`config.mk`:
```
export PLATFORM = sky130hd
export DESIGN_NAME = mine_placer_flat
export DESIGN_NICKNAME = d
export VERILOG_FILES = /design/src/rtl/mine_placer_pkg.sv /design/src/rtl/mine_placer_if.sv /design/src/rtl/mine_bitmap.sv /design/src/rtl/mine_placer.sv /design/src/flat_wrapper.sv
export SDC_FILE = /design/constraint.sdc
export NUM_CORES = 1
export LEC_CHECK = 0
export CAP_MARGIN = 40
export CORE_MARGIN = 2
export CORE_UTILIZATION = 60
export DETAILED_ROUTE_END_ITERATION = 16
export DONT_BUFFER_PORTS = 1
export HOLD_SLACK_MARGIN = 0.08
export PLACE_DENSITY = 0.76
export SETUP_SLACK_MARGIN = 0.3
export SKIP_LAST_GASP = 1
export SLEW_MARGIN = 20
export SYNTH_ARGS = -nofsm -noshare
export SYNTH_HDL_FRONTEND = slang
export SYNTH_SLANG_ARGS = --single-unit
```
`constraint.sdc`:
```
create_clock -name clk_i -period 7.69 [get_ports clk_i]
set_input_delay 0.769 -clock clk_i [delete_from_list [all_inputs] [get_ports clk_i]]
set_output_delay 0.769 -clock clk_i [all_outputs]
set_load 0.01 [all_outputs]
```
`src/rtl/mine_placer_pkg.sv`:
```
// Shared game definitions: cell indexing, placer state encoding, board size helpers.
package mine_placer_pkg;

    localparam int ROWS_DEF = 16;
    localparam int COLS_DEF = 16;
    localparam int CELLS    = ROWS_DEF * COLS_DEF;

    typedef logic [7:0] cell_t;

    typedef enum logic [1:0] {IDLE, CLEAR, DRAW, FIN} state_t;

    // Cell count as a 9-bit value so a full 256-cell board still compares cleanly.
    function automatic logic [8:0] cells_of(input int rows, input int cols);
        return 9'(rows * cols);
    endfunction

    function automatic cell_t lin_idx(input int unsigned row, input int unsigned col,
                                      input int unsigned cols);
        return cell_t'(row * cols + col);
    endfunction

endpackage

```
`src/rtl/mine_placer_if.sv`:
```
// Handshake, random source, board-write and query signals of the mine placer.
interface mine_placer_if;
    import mine_placer_pkg::*;

    logic  start;
    cell_t safe_cell;
    cell_t rnd;
    logic  busy;
    logic  done;
    logic  err;
    cell_t mine_cnt;
    logic  wr_en;
    cell_t wr_addr;
    cell_t qry_addr;
    logic  qry_mine;

    modport slave (
        input  start, safe_cell, rnd, qry_addr,
        output busy, done, err, mine_cnt, wr_en, wr_addr, qry_mine
    );

    modport master (
        output start, safe_cell, rnd, qry_addr,
        input  busy, done, err, mine_cnt, wr_en, wr_addr, qry_mine
    );

endinterface

```
`src/rtl/mine_bitmap.sv`:
```
// 256-entry mine occupancy map: sync clear, single-bit set, comb read for the
// accept test and a registered read for the game's query port.
module mine_bitmap
    import mine_placer_pkg::*;
#(
    parameter logic [8:0] NCELLS = 9'd256
) (
    input  logic  clk_i,
    input  logic  rst_ni,
    input  logic  clr_i,
    input  logic  set_i,
    input  cell_t set_addr_i,
    input  cell_t rd_addr_i,
    output logic  rd_bit_o,
    input  cell_t qry_addr_i,
    output logic  qry_bit_o
);

    logic [255:0] bits_q, bits_d;
    logic         qry_q, qry_d;

    always_comb begin
        bits_d = bits_q;
        if (clr_i)
            bits_d = '0;
        else if (set_i)
            bits_d[set_addr_i] = 1'b1;
    end

    // Query sees the map as it stood before this edge's set/clear.
    always_comb begin
        qry_d = 1'b0;
        if ({1'b0, qry_addr_i} < NCELLS)
            qry_d = bits_q[qry_addr_i];
    end

    always_ff @(posedge clk_i or negedge rst_ni) begin
        if (!rst_ni) begin
            bits_q <= '0;
            qry_q  <= 1'b0;
        end else begin
            bits_q <= bits_d;
            qry_q  <= qry_d;
        end
    end

    assign rd_bit_o  = bits_q[rd_addr_i];
    assign qry_bit_o = qry_q;

endmodule

```
`src/rtl/mine_placer.sv`:
```
// Mine placement sequencer: draws one random cell per cycle, rejects out-of-range,
// safe or already-mined cells, and streams accepted mines to the board RAM.
module mine_placer
    import mine_placer_pkg::*;
#(
    parameter int ROWS      = 16,
    parameter int COLS      = 16,
    parameter int NUM_MINES = 40,
    parameter int MAX_TRIES = 512
) (
    input  logic          clk_i,
    input  logic          rst_ni,
    mine_placer_if.slave  bus
);

    localparam logic [8:0] NCELLS = cells_of(ROWS, COLS);
    localparam int         TW     = $clog2(MAX_TRIES) + 1;
    localparam logic [TW-1:0] LAST_TRY = TW'(MAX_TRIES - 1);
    localparam cell_t      NM     = cell_t'(NUM_MINES);

    state_t        state_q, state_d;
    cell_t         safe_q, safe_d;
    logic          err_q, err_d;
    cell_t         cnt_q, cnt_d;
    logic [TW-1:0] tries_q, tries_d;
    logic          wr_en_q, wr_en_d;
    cell_t         wr_addr_q, wr_addr_d;

    logic busy, done, draw, bm_clr, bm_rd, qry_bit;
    logic accept, finish, timeout;

    mine_bitmap #(.NCELLS(NCELLS)) u_bitmap (
        .clk_i      (clk_i),
        .rst_ni     (rst_ni),
        .clr_i      (bm_clr),
        .set_i      (accept),
        .set_addr_i (bus.rnd),
        .rd_addr_i  (bus.rnd),
        .rd_bit_o   (bm_rd),
        .qry_addr_i (bus.qry_addr),
        .qry_bit_o  (qry_bit)
    );

    assign accept  = draw && ({1'b0, bus.rnd} < NCELLS) && (bus.rnd != safe_q) && !bm_rd;
    assign finish  = accept && ((cnt_q + 8'd1) == NM);
    assign timeout = draw && (tries_q == LAST_TRY);

    always_ff @(posedge clk_i or negedge rst_ni) begin
        if (!rst_ni) state_q <= IDLE;
        else         state_q <= state_d;
    end

    // A finishing accept wins over timeout on the same cycle.
    always_comb begin
        state_d = state_q;
        case (state_q)
            IDLE:    if (bus.start) state_d = CLEAR;
            CLEAR:   state_d = DRAW;
            DRAW:    if (finish || timeout) state_d = FIN;
            FIN:     state_d = IDLE;
            default: state_d = IDLE;
        endcase
    end

    always_comb begin
        busy   = (state_q == CLEAR) || (state_q == DRAW);
        done   = (state_q == FIN);
        draw   = (state_q == DRAW);
        bm_clr = (state_q == CLEAR);
    end

    always_comb begin
        safe_d    = safe_q;
        err_d     = err_q;
        cnt_d     = cnt_q;
        tries_d   = tries_q;
        wr_en_d   = accept;
        wr_addr_d = wr_addr_q;
        if (state_q == IDLE && bus.start) begin
            safe_d = bus.safe_cell;
            err_d  = 1'b0;
        end
        if (bm_clr) begin
            cnt_d   = '0;
            tries_d = '0;
        end
        if (draw) begin
            tries_d = tries_q + TW'(1);
            if (timeout && !finish) err_d = 1'b1;
        end
        if (accept) begin
            cnt_d     = cnt_q + 8'd1;
            wr_addr_d = bus.rnd;
        end
    end

    always_ff @(posedge clk_i or negedge rst_ni) begin
        if (!rst_ni) begin
            safe_q    <= '0;
            err_q     <= 1'b0;
            cnt_q     <= '0;
            tries_q   <= '0;
            wr_en_q   <= 1'b0;
            wr_addr_q <= '0;
        end else begin
            safe_q    <= safe_d;
            err_q     <= err_d;
            cnt_q     <= cnt_d;
            tries_q   <= tries_d;
            wr_en_q   <= wr_en_d;
            wr_addr_q <= wr_addr_d;
        end
    end

    assign bus.busy     = busy;
    assign bus.done     = done;
    assign bus.err      = err_q;
    assign bus.mine_cnt = cnt_q;
    assign bus.wr_en    = wr_en_q;
    assign bus.wr_addr  = wr_addr_q;
    assign bus.qry_mine = qry_bit;

endmodule
```
`src/flat_wrapper.sv`:
```
// flat-port wrapper written by rule: the top's interface ports become plain ports
module mine_placer_flat import mine_placer_pkg::*;
#(
    parameter int ROWS      = 16,
    parameter int COLS      = 16,
    parameter int NUM_MINES = 40,
    parameter int MAX_TRIES = 512
)
  (clk_i, rst_ni, bus_start, bus_safe_cell, bus_rnd, bus_qry_addr, bus_busy, bus_done, bus_err, bus_mine_cnt, bus_wr_en, bus_wr_addr, bus_qry_mine);
  mine_placer_if bus_i ();
  input  logic clk_i;
  input  logic rst_ni;
  input wire logic [$bits(bus_i.start)-1:0] bus_start;
  input wire logic [$bits(bus_i.safe_cell)-1:0] bus_safe_cell;
  input wire logic [$bits(bus_i.rnd)-1:0] bus_rnd;
  input wire logic [$bits(bus_i.qry_addr)-1:0] bus_qry_addr;
  output wire logic [$bits(bus_i.busy)-1:0] bus_busy;
  output wire logic [$bits(bus_i.done)-1:0] bus_done;
  output wire logic [$bits(bus_i.err)-1:0] bus_err;
  output wire logic [$bits(bus_i.mine_cnt)-1:0] bus_mine_cnt;
  output wire logic [$bits(bus_i.wr_en)-1:0] bus_wr_en;
  output wire logic [$bits(bus_i.wr_addr)-1:0] bus_wr_addr;
  output wire logic [$bits(bus_i.qry_mine)-1:0] bus_qry_mine;
  assign bus_i.start = bus_start;
  assign bus_i.safe_cell = bus_safe_cell;
  assign bus_i.rnd = bus_rnd;
  assign bus_i.qry_addr = bus_qry_addr;
  assign bus_busy = bus_i.busy;
  assign bus_done = bus_i.done;
  assign bus_err = bus_i.err;
  assign bus_mine_cnt = bus_i.mine_cnt;
  assign bus_wr_en = bus_i.wr_en;
  assign bus_wr_addr = bus_i.wr_addr;
  assign bus_qry_mine = bus_i.qry_mine;
  mine_placer #(.ROWS(ROWS), .COLS(COLS), .NUM_MINES(NUM_MINES), .MAX_TRIES(MAX_TRIES)) u_core (.clk_i(clk_i), .rst_ni(rst_ni), .bus(bus_i));
endmodule
```
==> impl_metrics.toml <==
[run_status]
status = "complete, but fails checks"
violations = "hold timing"

[setup_path]
rr_endpoint = "u_core.u_bitmap.bits_q[225]"
critical_path.max_fanout = 62
r2r_cells = 9
arrival_ns = 4.71
rr_startpoint = "u_core.u_bitmap.bits_q[39]"
crit_cells = 9
r2r_slack_ns = 3.44
critPathLaunch = "u_core.u_bitmap.bits_q[39]"
crit_end = "u_core.u_bitmap.bits_q[225]"
setup.worst_path.class = "reg -> reg"
path_buf_inv = 2
critPathRequiredTime_ns = 8.14
cp_cell_sequence = "mux4_2, a22o_1, a22o_1, nor4_1, and4_4, nand2_8, buf_4, buf_12, o41ai_1"
critPathMostFrequentCell = "a22o_1"
end_kind = "flip-flop"
cpPeakStageDelay_ns = 0.75
start_kind = "flip-flop"
critPathSlowestCell = "and4_4"
path_delay_family = "simple AND/OR/NAND/NOR gates"

[logic_synthesis]
async_flop_share_pct = 100
synth_edf_count = 0
ys_seq_area_share_pct = 41.8
syn_area_per_cell_um2 = 11.5
syn_area_um2 = 17600
syn_inst = 1532
syn_nets = 1567
yosysWarnings = 0
yosysUniqueCellTypes = 52
synth_top_flop_cell = "dfrtp_1"
ys_ff_latch = 295

[drt]
avgViaCountPerCell = 7.31
drt-pass1-iter-count = 5
drcViolationCount = 0
vias = 13300
routed_wirelength_um = 49200
ant_nets = 0
wl_per_cell_um = 26.9
drtIter0Drc = 1962

[floorplan]
die_w_um = 175
start_util_pct = 61.1
fp.coreArea_um2 = 28900
die_h_um = 175
ios = 48
dieArea_um2 = 30800
fp-row-count = 62

[global_routing]
antenna_found_initial = 0
first_global_vias = 13200
overflow = 0
track_usage_pct = 32.5
grt_max_degree = 296
grt_pass1_wl_um = 77900

[timing]
finalCriticalPeriod_ns = 4.25
hold_viol_final = 98
hold_ws_ns = -0.107
tightest_slew_ns = 1.20
fmax_ghz = 0.235
setup_viol = 0
slew_headroom_pct = 20.0
final_max_slew_viol_count = 0
rsz0062_at_grt = "false"
min_period_over_period_pct = 55.3
fin_setup_tns_ns = 0
setup_ws_ns = 3.44
fin_skew_ns = 0.0198

[layout]
syn_to_final_growth_pct = 6.24
nFillCells = 2165
drive_gt1_share_pct = 23.7
fin_nets = 1452
antennaDiodeCount = 0
fin_util_pct = 65.0

[power_and_ir_drop]
power_leakage_nw = 7.76
power_switching_mw = 1.53
vdd_ir_drop_max_mv = 0.340
power.density_nw_per_um2 = 237
clock_power_share_pct = 35.0
pwr-share-seq_pct = 38.9
internal_power_mw = 2.91
p_sw_share_pct = 34.5
comb_power_share_pct = 26.1

[place]
place_congestion = 0.871
post-place-ws_ns = 3.00
dp.final_hpwl_um = 28100
port_buffers = 0

[clock_network]
cts_buffers = 31
numClockSinks = 295
htreeDepth = 1
path_clk_slew_ns = 0.06
clock_latency_ns = 0.59
cts_tree = "done"
clk_path_buf_depth = 3
root_buffer = "clkbuf_16"

[worst_hold_path]
hold_class = "in -> async"

[flow_run]
maxCapViolCount = 0
## per-stage QoR
stage / power, mW / cell area, um^2 / cells
CTS: 4.42 / 18700 / 1822
finish: 4.45 / 18700 / 1826
detailed placement: 2.88 / 17600 / 1764
floorplan: 2.72 / 17600 / 1532
global placement: 2.84 / 17500 / 1756
global route: 4.61 / 18700 / 1826
## registers in the layout, summed over array words and instances (netlist names)
register	flops
u_core.u_bitmap.bits_q	256
u_core.tries_q	10
u_core.bus.mine_cnt	8
u_core.bus.wr_addr	8
u_core.safe_q	8
u_core.state_q	2
u_core.bus.err	1
u_core.bus.wr_en	1
u_core.u_bitmap.qry_bit_o	1
## routing by layer
metal | track usage (%) | vias to the layer above | part of all wire [%]
met5 | 0 | - | 0
met4 | 13.0 | 0 | 3.9
met3 | 6.49 | 134 | 11
met2 | 49.1 | 815 | 46
met1 | 47.0 | 6816 | 39
li1 | - | 5578 | -
## synthesized netlist by cell type (all sizes together) (3+ instances only)
library cell	count	area, um^2
dfrtp	295	7380
nor2	270	1010
mux4	148	3330
nand2b	141	882
o41ai	131	1740
a31oi	127	795
clkbuf	108	405
buf	67	414
nand2	32	123
nand3	24	120
mux2	20	225
nor2b	18	113
inv	17	63.8
o22ai	13	81.3
o21ai	12	60.1
mux2i	11	110
xnor2	11	96.3
a22oi	10	75.1
a21oi	8	40.0
ha	8	100
nand4	6	37.5
nor4	6	37.5
o211ai	6	45.0
a311oi	4	35.0
and2	4	25.0
a211o	3	26.3
a22o	3	26.3
nand3b	3	22.5
or3b	3	26.3
## power by group through the flow
stage          clock network, mW  registers (mW)  logic [mW]
6_report                    1.56            1.73        1.16
3_5_place_dp                   0            1.76        1.12
3_3_place_gp                   0            1.75        1.08
2_1_floorplan                  0            1.73       0.992
5_1_grt                     1.63            1.74        1.23
4_1_cts                     1.57            1.73        1.12
## cell type report
class | instances | area, um^2 | area share, %
clock buffers | 45 | 968 | 5.17
clock inverters | 13 | 98.8 | 0.527
inverters | 17 | 63.8 | 0.340
multi-input cells | 1045 | 9420 | 50.2
flip-flops and latches | 295 | 7380 | 39.4
well taps | 384 | 480 | 2.56
repair buffers | 27 | 333 | 1.78
## cell families after synthesis
logic type | share of synthesized area (%)
AOI/OAI and AO/OA | 17.0
and+or+nand+nor | 14.1
DFF | 41.8
adders and majority gates | 0.567
xor gates and xnor gates | 0.645
muxes | 20.8
buffers and inverters | 5.01
## what timing repair did
action / CTS / global route
setup buffers: 0 / 0
hold endpoints to repair: 295 / 295
gates resized for setup: 0 / 0
## worst min path at each step
stage,from,to,slack (ns),depth (start not counted)
after floorplan,u_core.u_bitmap.bits_q[18],u_core.u_bitmap.bits_q[18],0.46,2
after global placement,u_core.u_bitmap.bits_q[24],u_core.u_bitmap.bits_q[24],0.48,2
after detailed placement,u_core.u_bitmap.bits_q[62],u_core.u_bitmap.bits_q[62],0.49,2
after CTS,rst_ni,u_core.u_bitmap.bits_q[202],-0.11,0
after global routing,rst_ni,u_core.u_bitmap.bits_q[16],-0.12,0
final,rst_ni,u_core.u_bitmap.bits_q[12],-0.11,0
## cells in the final DEF (no fill, tap or decap), types with 7 or more instances in the layout
cell | synthesis | layout
dfrtp_1 | 295 | 295
nor2_1 | 270 | 270
mux4_2 | 148 | 148
nand2b_1 | 141 | 141
a31oi_1 | 127 | 127
o41ai_2 | 79 | 79
o41ai_1 | 52 | 52
clkbuf_16 | 0 | 31
nand2_1 | 31 | 30
nand3_1 | 24 | 24
mux2_2 | 20 | 20
nor2b_1 | 18 | 18
inv_1 | 16 | 16
clkbuf_8 | 0 | 14
buf_4 | 5 | 14
o22ai_1 | 13 | 13
o21ai_0 | 12 | 12
mux2i_1 | 11 | 11
xnor2_1 | 11 | 11
a22oi_1 | 10 | 10
clkinv_2 | 0 | 9
a21oi_1 | 8 | 8
ha_1 | 8 | 7
Note: power is estimated with default switching activity, not from simulation.
